File: src/rtl/seg_scan_decoder.sv
// seg_scan_decoder: recovers hex digits and decimal points from a multiplexed 4-digit 7-segment scan
module seg_scan_decoder #(
  parameter int unsigned SETTLE = 4
) (
  input  logic        clk,
  input  logic        rest,
  input  logic [3:0]  an,
  input  logic [7:0]  cat,
  output logic [15:0] value,
  output logic [3:0]  dp,
  output logic        frame_valid,
  output logic        seg_err,
  output logic        an_err
);
  typedef enum logic [1:0] {WAIT, STAB, HELD} state_t;
  state_t      state_q, state_d;
  logic [3:0]  s_an_q, p_an_q;
  logic [7:0]  s_cat_q, p_cat_q;
  logic [7:0]  cnt_q, cnt_d, cnt_inc;
  logic [3:0]  seen_q, seen_d;
  logic [15:0] sh_val_q, sh_val_d, value_q, value_d;
  logic [3:0]  sh_dp_q, sh_dp_d, dp_q, dp_d;
  logic        fv_q, fv_d, se_q, se_d, ae_q, ae_d;
  logic        s_valid, s_inv, p_inv, changed, cap;
  logic [1:0]  idx;
  logic [4:0]  dec;

  function automatic logic one_zero(input logic [3:0] a);
    logic [3:0] z;
    z = ~a;
    return z != 4'h0 && (z & (z - 4'h1)) == 4'h0;
  endfunction

  function automatic logic [4:0] decode(input logic [6:0] p);
    logic [4:0] r;
    case (p)
      7'h3F: r = 5'h10;
      7'h06: r = 5'h11;
      7'h5B: r = 5'h12;
      7'h4F: r = 5'h13;
      7'h66: r = 5'h14;
      7'h6D: r = 5'h15;
      7'h7D: r = 5'h16;
      7'h07: r = 5'h17;
      7'h7F: r = 5'h18;
      7'h6F: r = 5'h19;
      7'h77: r = 5'h1A;
      7'h7C: r = 5'h1B;
      7'h39: r = 5'h1C;
      7'h5E: r = 5'h1D;
      7'h79: r = 5'h1E;
      7'h71: r = 5'h1F;
      default: r = 5'h00;
    endcase
    return r;
  endfunction

  assign s_valid = one_zero(s_an_q);
  assign s_inv   = !s_valid && s_an_q != 4'hF;
  assign p_inv   = !one_zero(p_an_q) && p_an_q != 4'hF;
  assign changed = s_an_q != p_an_q || s_cat_q != p_cat_q;
  assign cnt_inc = (cnt_q >= 8'(SETTLE)) ? 8'(SETTLE) : cnt_q + 8'd1;
  assign idx     = !s_an_q[0] ? 2'd0 : !s_an_q[1] ? 2'd1 : !s_an_q[2] ? 2'd2 : 2'd3;
  assign dec     = decode(~s_cat_q[6:0]);

  // register the raw scan once and keep the previous sample for change detection
  always_ff @(posedge clk or negedge rest) begin
    if (!rest) begin
      s_an_q  <= 4'hF;
      s_cat_q <= 8'hFF;
      p_an_q  <= 4'hF;
      p_cat_q <= 8'hFF;
    end else begin
      s_an_q  <= an;
      s_cat_q <= cat;
      p_an_q  <= s_an_q;
      p_cat_q <= s_cat_q;
    end
  end

  // settle FSM state and saturating stability counter
  always_ff @(posedge clk or negedge rest) begin
    if (!rest) begin
      state_q <= WAIT;
      cnt_q   <= 8'd0;
    end else begin
      state_q <= state_d;
      cnt_q   <= cnt_d;
    end
  end

  // next state: a digit is captured once per run of SETTLE identical valid samples
  always_comb begin
    state_d = state_q;
    cnt_d   = cnt_q;
    cap     = 1'b0;
    case (state_q)
      WAIT: begin
        state_d = s_valid ? STAB : WAIT;
        cnt_d   = s_valid ? 8'd1 : 8'd0;
      end
      STAB: begin
        if (!s_valid) begin
          state_d = WAIT;
          cnt_d   = 8'd0;
        end else if (changed) begin
          cnt_d = 8'd1;
        end else begin
          cnt_d = cnt_inc;
          if (cnt_inc == 8'(SETTLE)) begin
            cap     = 1'b1;
            state_d = HELD;
          end
        end
      end
      HELD: begin
        if (changed) begin
          state_d = s_valid ? STAB : WAIT;
          cnt_d   = s_valid ? 8'd1 : 8'd0;
        end
      end
      default: begin
        state_d = WAIT;
        cnt_d   = 8'd0;
      end
    endcase
  end

  // shadow frame, publication and error pulses
  always_comb begin
    seen_d   = seen_q;
    sh_val_d = sh_val_q;
    sh_dp_d  = sh_dp_q;
    value_d  = value_q;
    dp_d     = dp_q;
    fv_d     = 1'b0;
    se_d     = 1'b0;
    ae_d     = s_inv && !p_inv;
    if (seen_q == 4'hF) begin
      value_d = sh_val_q;
      dp_d    = sh_dp_q;
      fv_d    = 1'b1;
      seen_d  = 4'h0;
    end
    if (cap) begin
      seen_d[idx]                 = 1'b1;
      sh_val_d[{idx, 2'b00} +: 4] = dec[3:0];
      sh_dp_d[idx]                = ~s_cat_q[7];
      se_d                        = !dec[4];
    end
  end

  // frame and output registers
  always_ff @(posedge clk or negedge rest) begin
    if (!rest) begin
      seen_q   <= 4'h0;
      sh_val_q <= 16'h0;
      sh_dp_q  <= 4'h0;
      value_q  <= 16'h0;
      dp_q     <= 4'h0;
      fv_q     <= 1'b0;
      se_q     <= 1'b0;
      ae_q     <= 1'b0;
    end else begin
      seen_q   <= seen_d;
      sh_val_q <= sh_val_d;
      sh_dp_q  <= sh_dp_d;
      value_q  <= value_d;
      dp_q     <= dp_d;
      fv_q     <= fv_d;
      se_q     <= se_d;
      ae_q     <= ae_d;
    end
  end

  assign value       = value_q;
  assign dp          = dp_q;
  assign frame_valid = fv_q;
  assign seg_err     = se_q;
  assign an_err      = ae_q;
endmodule
File: config.mk
export PLATFORM = sky130hd
export DESIGN_NAME = seg_scan_decoder
export DESIGN_NICKNAME = d
export VERILOG_FILES = /design/src/rtl/seg_scan_decoder.sv
export SDC_FILE = /design/constraint.sdc
export NUM_CORES = 1
export LEC_CHECK = 0
export ABC_AREA = 1
export BUFFER_PORTS_ARGS = -buffer_cell sky130_fd_sc_hd__clkbuf_2
export CAP_MARGIN = 40
export CORE_ASPECT_RATIO = 1.75
export CORE_MARGIN = 2
export CORE_UTILIZATION = 53
export DETAILED_ROUTE_END_ITERATION = 10
export PLACE_DENSITY = 0.81
export SLEW_MARGIN = 20
export SYNTH_ARGS = -nofsm -noshare
export SYNTH_HDL_FRONTEND = slang
export SYNTH_SLANG_ARGS = --single-unit
File: constraint.sdc
create_clock -name clk -period 2.2 [get_ports clk]
set_input_delay 0.44 -clock clk [delete_from_list [all_inputs] [get_ports clk]]
set_output_delay 0.44 -clock clk [all_outputs]
set_load 0.05 [all_outputs]
== After elaboration in Yosys (flattened, before gate mapping) ==
Index checks and enable logic that the tools add are counted.
Storage, ports and cells
  bits in registers: 81
  latch bits: 0
  bits in writable memories: 0
  ROM bits: 0
  bits of input ports: 14
  word-level logic and storage cells: 102
  memories: 0
Operators by class
  $add $sub $neg: 4
  multipliers: 0
  div/mod/pow operators: 0
  $lt $le $gt $ge: 3
  equality and inequality tests: 27
  shift operators: 2
  mux-type cells: 28
  bitwise logic cells: 7
  reductions and logical operators: 17
Operators by type and width (count)
  $eq A7 B7 Y1 const B: 12
  $pmux W5 S16: 1
  $mux W8: 4
  $pmux W8 S3: 1
  $bwmux W16: 1
  $shift A4 B6 Y16 const A: 1
  $shiftx A4 B6 Y16: 1
  $eq A7 B3 Y1 const B: 2
  $eq A7 B6 Y1 const B: 2
  $mux W2: 6
  $mux W1: 10
  $add A8 B1 Y8 const B: 1
  $and A4 B4 Y4: 2
  $eq A8 B3 Y1 const B: 1
  $ge A8 B3 Y1 const B: 1
  $logic_not A4 Y1: 2
  $mux W4: 2
  $ne A4 B4 Y1 const B: 2
  $ne A8 B8 Y1: 1
  $not A4 Y4: 2
  $reduce_bool A4 Y1: 2
  $sub A4 B1 Y4 const B: 2
  $not A7 Y7: 1
  $logic_and A1 B1 Y1: 6
  other kinds (18): 22

== Longest topological paths before layout ==
Gate-level depths: netlist of run 1.
  depth after elaboration: 9
  gate-level depth with buffers: 11
  depth with buffers taken out: 11

== Worst setup path before layout of run 1 ==
Ideal clock, no wire load.
  kind: reg2reg
  from: reg cnt_q[0]
  to: reg sh_dp_q[1]
  setup time: 0.066 ns
  arrival: 1.600 ns
  required time: 2.134 ns
  slack: 0.534 ns
  cell stages (with the launch flop): 9
  clock period less this slack: 1.666 ns
  cells stage by stage: dfrtp_1 > inv_1 > ha_1 > o21ai_0 > nand2_1 > inv_1 > clkbuf_1 > nand4_1 > nand2_1
Between the ends
  longest elaborated chain between the ends: 7
  elaborated cells on any way between the ends: 8
  those cells by class: 1 x add/sub; 1 x order compare; 1 x eq/ne; 5 x mux
RTL lines
  start, declared: line 19  | logic [7:0] cnt_q, cnt_d, cnt_inc;
  start signal, assigned: line 88  | cnt_q <= cnt_d;
  $add A8 B1 Y8 or $ge A8 B3 Y1 (tied branches): line 62  | assign cnt_inc = (cnt_q >= 8'(SETTLE)) ? 8'(SETTLE) : cnt_q + 8'd1;
  $mux W8 (*): line 62
  $eq A8 B3 Y1 (*): line 110  | if (cnt_inc == 8'(SETTLE)) begin
  $mux W1 (*): line 110
  $mux W1 (*): line 106  | end else if (changed) begin
  $mux W1 (*): line 103  | if (!s_valid) begin
  $mux W1 (*): line 97  | case (state_q)
  end signal, assigned: line 167  | sh_dp_q <= sh_dp_d;
  end, declared: line 22  | logic [3:0] sh_dp_q, sh_dp_d, dp_q, dp_d;
Mark *: on every way between the ends. The rest lies on a longest branch, timed or not.
A chain may end at the register's enable or synchronous reset.

== Worst setup path after layout of run 1 ==
  from: reg s_an_q[0]
  to: reg sh_val_q[2]
Between the ends
  longest elaborated chain between the ends: 7
  elaborated cells on any way between the ends: 16
  those cells by class: 2 x add/sub; 1 x eq/ne; 2 x shift; 5 x mux; 2 x bitwise; 4 x reduce/logical
RTL lines
  start, declared: line 17  | logic [3:0] s_an_q, p_an_q;
  start signal, assigned: line 74  | s_an_q <= an;
  $not A4 Y4: line 30  | z = ~a;
  $sub A4 B1 Y4: line 31  | return z != 4'h0 && (z & (z - 4'h1)) == 4'h0;
  $and A4 B4 Y4: line 31
  $logic_not A4 Y1: line 31
  $logic_and A1 B1 Y1: line 31
  $mux W1: line 103
  $mux W1: line 97
  end signal, assigned: line 166  | sh_val_q <= sh_val_d;
  end, declared: line 21  | logic [15:0] sh_val_q, sh_val_d, value_q, value_d;
Several ways; a longest one is shown, not always the timed one.

==> impl_metrics.csv, run 1 <==
group,metric,value,unit
run_status,status,"completed",
sta,worstMarginPinSlew,0.510,ns
placement,portBuffers,36,
detailed_routing,drt_first_pass_iters,4,
synth,synth_area,3600,µm²
sta,slew_headroom,65.9,%
setup_path,regToRegSetupSlack,0.21,ns
setup_path,crit_type,"reg2reg",
setup_path,r2r-end,"sh_val_q[2]$_DFFE_PN0P_",
cts,clock_sinks,81,
cts,clkLatencyLatePin,0.34,ns
synth,synthDistinctLibCells,25,
synth,yosys.area.top_type,"dfrtp_1",
floorplan,io-pin-count,37,
cts,cts_tree,"built",
synth,syn_inst,426,
placement,place_area,3890,µm²
power_and_ir_drop,worst_ir_drop_vdd,0.555,mV
synth,avgSynthCellArea,8.44,µm²
layout,multi_input_area,1280,µm²
layout,finalNetCount,487,
placement,hpwl,5.20,mm
global_routing,grt_max_degree,49,
synth,yosys_most_used_dff,"dfrtp_1",
sta,rsz0062_at_grt,"false",
synth,ys_ff_latch,81,
detailed_routing,final_antenna_net_count,0,
setup_path,crit_fanout,15,
layout,diodes,0,
min_path,min_path_type,"in2async",
cts,root_buffer,"clkbuf_16",
global_routing,grt_overflow,0,
synth,yosysTopAreaCellShare,39.7,%
cts,ctsLongestPathBuffers,2,
placement,dp_cells,542,
synth,synth_edf_count,0,
floorplan,core,6540,µm²
sta,timing.hold.ws,0.0493,ns
setup_path,cp-start-kind,"register",
cts,post_cts_resized,0,
layout,area_delta_synth_final,16.9,%
placement,globalplace.congestion,0.964,
detailed_routing,num_vias,2835,
floorplan,die_x,66.3,µm
global_routing,antenna_found_initial,0,
layout,drive_gt1_share,19.6,%
cts,holdBufCountCts,0,
layout,layout.cells.non_filler,557,
floorplan,core.rowCount,39,
cts,h-tree-depth,3,
detailed_routing,drt_iter0_drc,237,
sta,final_min_period_over_clock_period,90.6,%
setup_path,crit_path_end_kind,"register",
detailed_routing,totalWireLength,7.30,mm
setup_path,r2r-start,"s_an_q[0]$_DFF_PN1_",
setup_path,required,2.43,ns
sta,fmax,502,MHz
layout,fillers,538,
sta,finalCriticalPeriod,1.99,ns
floorplan,die_h,113,µm
layout,seq_area,2060,µm²
detailed_routing,avgRoutedWirePerCell,13.1,µm
sta,drv_slew,0,
floorplan,initial_core_util,55.0,%
sta,hold_violations,0,
setup_path,crit_start,"s_an_q[0]$_DFF_PN1_",
layout,final_cell_mix,"nand2_1 (162), dfrtp_1 (57), inv_1 (56)",
cts,cts_setup_buffers,0,
setup_path,cp-endpoint,"sh_val_q[2]$_DFFE_PN0P_",
sta,setup_viol,0,
detailed_routing,viasPerCell,5.09,
cts,cts_made_buffers,9,
synth,syn_nets,442,
sta,setup-tns-final,0,ns
cts,clkTransAtPathRegs,0.06,ns
sta,finClkSkew,0.00706,ns
floorplan,die-area,7490,µm²
synth,synthTopCellsByArea,"dfrtp_1 (40%), dfstp_2 (18%), nand2_1 (17%), inv_1 (5.8%), nor2_1 (4.8%)",
global_routing,grt_pass1_wl,12.8,mm
power_and_ir_drop,powerDensity,779,nW/µm²
global_routing,grt_usage,22.7,%
detailed_routing,drc,0,
synth,ys_warn_count,0,
flow_run,maxCapViolCount,0,
setup_path,r2r_cells,8,
power_and_ir_drop,p_leak,2.35,nW
layout,layout_commonest_cell,"nand2_1",
setup_path,cp.arrival,2.22,ns
synth,synth-async-reset-ratio,100,%
global_routing,grt_pass1_vias,2905,
layout,fin_area,4200,µm²
synth,ys_seq_area_share,57.2,%
[synthesized netlist by cell type (2+ instances only)]
library cell / count
dfrtp_1: 57
nand3_1: 7
inv_1: 56
inv_2: 3
nor3_1: 3
nor2_4: 2
nand4_1: 25
xnor2_1: 4
nand2_1: 162
o21ai_0: 16
clkbuf_1: 5
ha_1: 2
nor2_1: 46
nand3_2: 4
dfstp_2: 24
[power breakdown]
| part | switching, W | internal (W) | leakage (nW) | total (W) |
|---|---|---|---|---|
| registers | 0.0000317 | 0.00154 | 1.05 | 0.00157 |
| logic | 0.000112 | 0.0000492 | 1.15 | 0.000161 |
| clock network | 0.000557 | 0.000986 | 0.149 | 0.00154 |
| total | 0.000701 | 0.00257 | 2.35 | 0.00327 |
[worst min path at each step]
stage | end | depth (start not counted)
floorplan | an_err$_DFF_PN0_ | 0
global placement | p_cat_q[3]$_DFF_PN1_ | 0
detailed placement | p_cat_q[0]$_DFF_PN1_ | 0
CTS | cnt_q[0]$_DFFE_PN0P_ | 1
global route | cnt_q[1]$_DFFE_PN0P_ | 1
finish | cnt_q[0]$_DFFE_PN0P_ | 1
[per-layer routing]
layer | up-vias | track usage [%] | wire [µm]
li1 | 1409 | - | -
met1 | 1340 | 23.4 | 2710
met2 | 61 | 40.2 | 4050
met3 | 25 | 4.47 | 209
met4 | 0 | 14.6 | 331
met5 | - | 0 | 0
[final cells by class]
type | count | area share [%]
repair buffers | 41 | 5.54
flip-flops and latches | 81 | 48.9
clock inverters | 5 | 1.93
multi-input cells | 279 | 30.4
clock buffers | 10 | 5.45
well taps | 82 | 2.44
inverters | 59 | 5.27
[metrics by stage]
| stage | power [W] | setup WS (ns) | util [%] |
|---|---|---|---|
| finish | 0.00327 | 0.206 | 64.3 |
| global route | 0.00338 | 0.0639 | 64.3 |
| detailed placement | 0.00176 | 0.260 | 59.5 |
| global placement | 0.00175 | 0.317 | 59.5 |
| floorplan | 0.00168 | 0.534 | - |
| CTS | 0.00331 | 0.219 | 64.3 |
[flip-flops by register name, indices dropped and copies added (netlist names)]
register / cells
s_cat_q: 8
s_an_q: 4
frame_valid: 1
p_an_q: 4
cnt_q: 8
sh_val_q: 16
state_q: 2
p_cat_q: 8
value: 16
dp: 4
seen_q: 4
an_err: 1
sh_dp_q: 4
seg_err: 1
[critical path, stage by stage, from the launching register on]
cell     delay, ns
dfstp_2       0.61
xnor2_1       0.14
nand2_1       0.07
nor2_1        0.21
nand3_2       0.22
nor2_8        0.24
nand3_2       0.20
nand2_1       0.13
nand2_1       0.06
[kinds of logic (layout without fill, tap and decap cells)]
kind of cell,count (synthesis),in the layout,synth area share (%)
buf+inv,66,115,7.20
flops,81,81,57.2
xor+xnor,4,4,0.974
compound gates,19,19,2.85
fa+ha+maj,2,2,0.696
simple gates,254,254,31.1
Power figures use the tool's default switching activity.
==> run 2, diff against run 1 <==
--- a/config.mk
+++ b/config.mk
@@ -13,6 +13,7 @@
 export CORE_UTILIZATION = 53
 export DETAILED_ROUTE_END_ITERATION = 10
 export PLACE_DENSITY = 0.81
+export RECOVER_POWER = 100
 export SLEW_MARGIN = 20
 export SYNTH_ARGS = -nofsm -noshare
 export SYNTH_HDL_FRONTEND = slang
==> impl_metrics.csv, run 2 (same netlist as run 1, synthesis figures left out) <==
group,metric,value,unit
setup_path,cp-start-kind,"register",
sta,slew_headroom,-24.3,%
power_and_ir_drop,switchingPower,0.000703,W
detailed_routing,num_vias,2840,
detailed_routing,drc,0,
layout,final_cell_mix,"nand2_1 (162), dfrtp_1 (57), inv_1 (56)",
floorplan,die-area,7490,µm²
detailed_routing,viasPerCell,5.10,
power_and_ir_drop,internal_power,0.00257,W
cts,root_buffer,"clkbuf_16",
setup_path,required,2.43,ns
power_and_ir_drop,switching_share,21.5,%
cts,cts_made_buffers,9,
placement,globalplace.congestion,0.964,
setup_path,crit_path_frequent_cell,"nand2_1",
power_and_ir_drop,p_leak,2.25,nW
sta,worstMarginPinSlew,1.86,ns
cts,holdBufCountCts,0,
power_and_ir_drop,comb_power_share,4.9,%
cts,clock_sinks,81,
power_and_ir_drop,powerDensity,787,nW/µm²
global_routing,grt_pass1_wl,12.8,mm
global_routing,grt_pass1_vias,2905,
min_path,min_path_type,"in2reg",
layout,fin_area,4160,µm²
cts,cts_tree,"built",
floorplan,core,6540,µm²
placement,place_area,3890,µm²
placement,hpwl,5.20,mm
detailed_routing,final_antenna_net_count,0,
sta,drv_slew,34,
global_routing,grt_max_degree,49,
power_and_ir_drop,p_total,0.00327,W
sta,finalCriticalPeriod,2.04,ns
setup_path,crit_path_max_incr_delay,0.66,ns
sta,hold_violations,0,
sta,setup-tns-final,0,ns
power_and_ir_drop,worst_ir_drop_vdd,0.555,mV
run_status,status,"finished, violations left",
layout,fillers,561,
floorplan,die_x,66.3,µm
layout,finalNetCount,487,
sta,rsz0062_at_grt,"false",
placement,portBuffers,36,
cts,h-tree-depth,3,
layout,drive_gt1_share,12.8,%
floorplan,io-pin-count,37,
cts,cts_setup_buffers,0,
layout,finish.utilization,63.6,%
detailed_routing,drt_iter0_drc,293,
setup_path,crit_fanout,15,
floorplan,initial_core_util,55.0,%
flow_run,maxCapViolCount,1,
floorplan,die_h,113,µm
floorplan,core.rowCount,39,
setup_path,crit_type,"reg2reg",
detailed_routing,drt_first_pass_iters,6,
setup_path,cp.arrival,2.27,ns
power_and_ir_drop,p_clk_share,47.2,%
cts,ctsLongestPathBuffers,2,
cts,clkTransAtPathRegs,0.06,ns
run_status,violations,"capacitance limit, slew limit",
detailed_routing,avgRoutedWirePerCell,13.2,µm
global_routing,grt_usage,22.7,%
sta,setup_viol,0,
sta,fmax,489,MHz
power_and_ir_drop,power_frac_seq,47.9,%
layout,diodes,0,
layout,layout_commonest_cell,"nand2_1",
layout,area_delta_synth_final,15.7,%
detailed_routing,totalWireLength,7.33,mm
sta,finClkSkew,0.00668,ns
setup_path,crit_slowest_cell,"dfstp_1",
setup_path,cp_cell_sequence,"nand2_1 -> nand2_1 -> nand2_1 -> nor2_1 -> nand3_2 -> nor2_8 -> nand3_2 -> nand2_1 -> nand2_1",
sta,final_min_period_over_clock_period,92.9,%
global_routing,antenna_found_initial,0,
setup_path,crit_path_end_kind,"register",
cts,clkLatencyLatePin,0.34,ns
global_routing,grt_overflow,0,
cts,post_cts_resized,0,
-- run 2: cell count changes in the layout (fill, tap and decap cells not counted) --
cell and delta:
buf_4 -4, clkbuf_1 +27, dfstp_1 +5, clkbuf_2 -23, dfstp_2 -5
-- run 2: through the flow --
stage | hold WS [ns] | setup slack [ns] | std cells
finish | 0.179 | 0.156 | 557
global placement | 0.387 | 0.317 | 542
detailed placement | 0.389 | 0.260 | 542
CTS | 0.0608 | 0.219 | 557
global route | 0.178 | 0.0353 | 557
floorplan | 0.144 | 0.534 | 426
-- run 2: power groups by stage --
stage	Sequential, W	Combinational [W]	Clock, W
after detailed placement	0.00159	0.000162	0
final	0.00157	0.000160	0.00155
after floorplan	0.00159	0.0000877	0
after global routing	0.00157	0.000184	0.00162
after global placement	0.00159	0.000159	0
after CTS	0.00157	0.000164	0.00157
-- run 2: worst max-delay path, delay by kind of cell (launching register included) --
kind	cells	cell delay [ns]
and+or+nand+nor	9	1.26
DFF	1	0.66
-- run 2: worst paths after layout --
check                                           end  slack, ns  cells past startpoint            startpoint
max                         sh_val_q[2]$_DFFE_PN0P_       0.16                      9   s_an_q[1]$_DFF_PN1_
min                            s_cat_q[5]$_DFF_PN1_       0.18                      1                cat[5]
max reg2reg                 sh_val_q[2]$_DFFE_PN0P_       0.16                      9   s_an_q[1]$_DFF_PN1_
min reg2reg                    p_cat_q[1]$_DFF_PN1_       0.40                      0  s_cat_q[1]$_DFF_PN1_
max in group asynchronous  sh_val_q[13]$_DFFE_PN0P_       0.51                      1                  rest
min in group asynchronous      cnt_q[0]$_DFFE_PN0P_       0.61                      1                  rest
-- run 2: layout make-up --
type,count,area [µm²],share of cell area (%)
Clock buffer,10,229,5.50
Multi-Input combinational cell,279,1280,30.8
Clock inverter,5,81.3,1.95
Inverter,59,221,5.32
Tap cell,82,103,2.47
Sequential cell,81,2060,49.4
Timing Repair Buffer,41,189,4.54
-- run 2: layer usage --
metal	track usage (%)	part of all wire, %	vias up
li1	-	-	1412
met1	23.4	37	1335
met2	40.2	55	67
met3	4.47	3.3	26
met4	14.6	4.5	0
met5	0	0	-
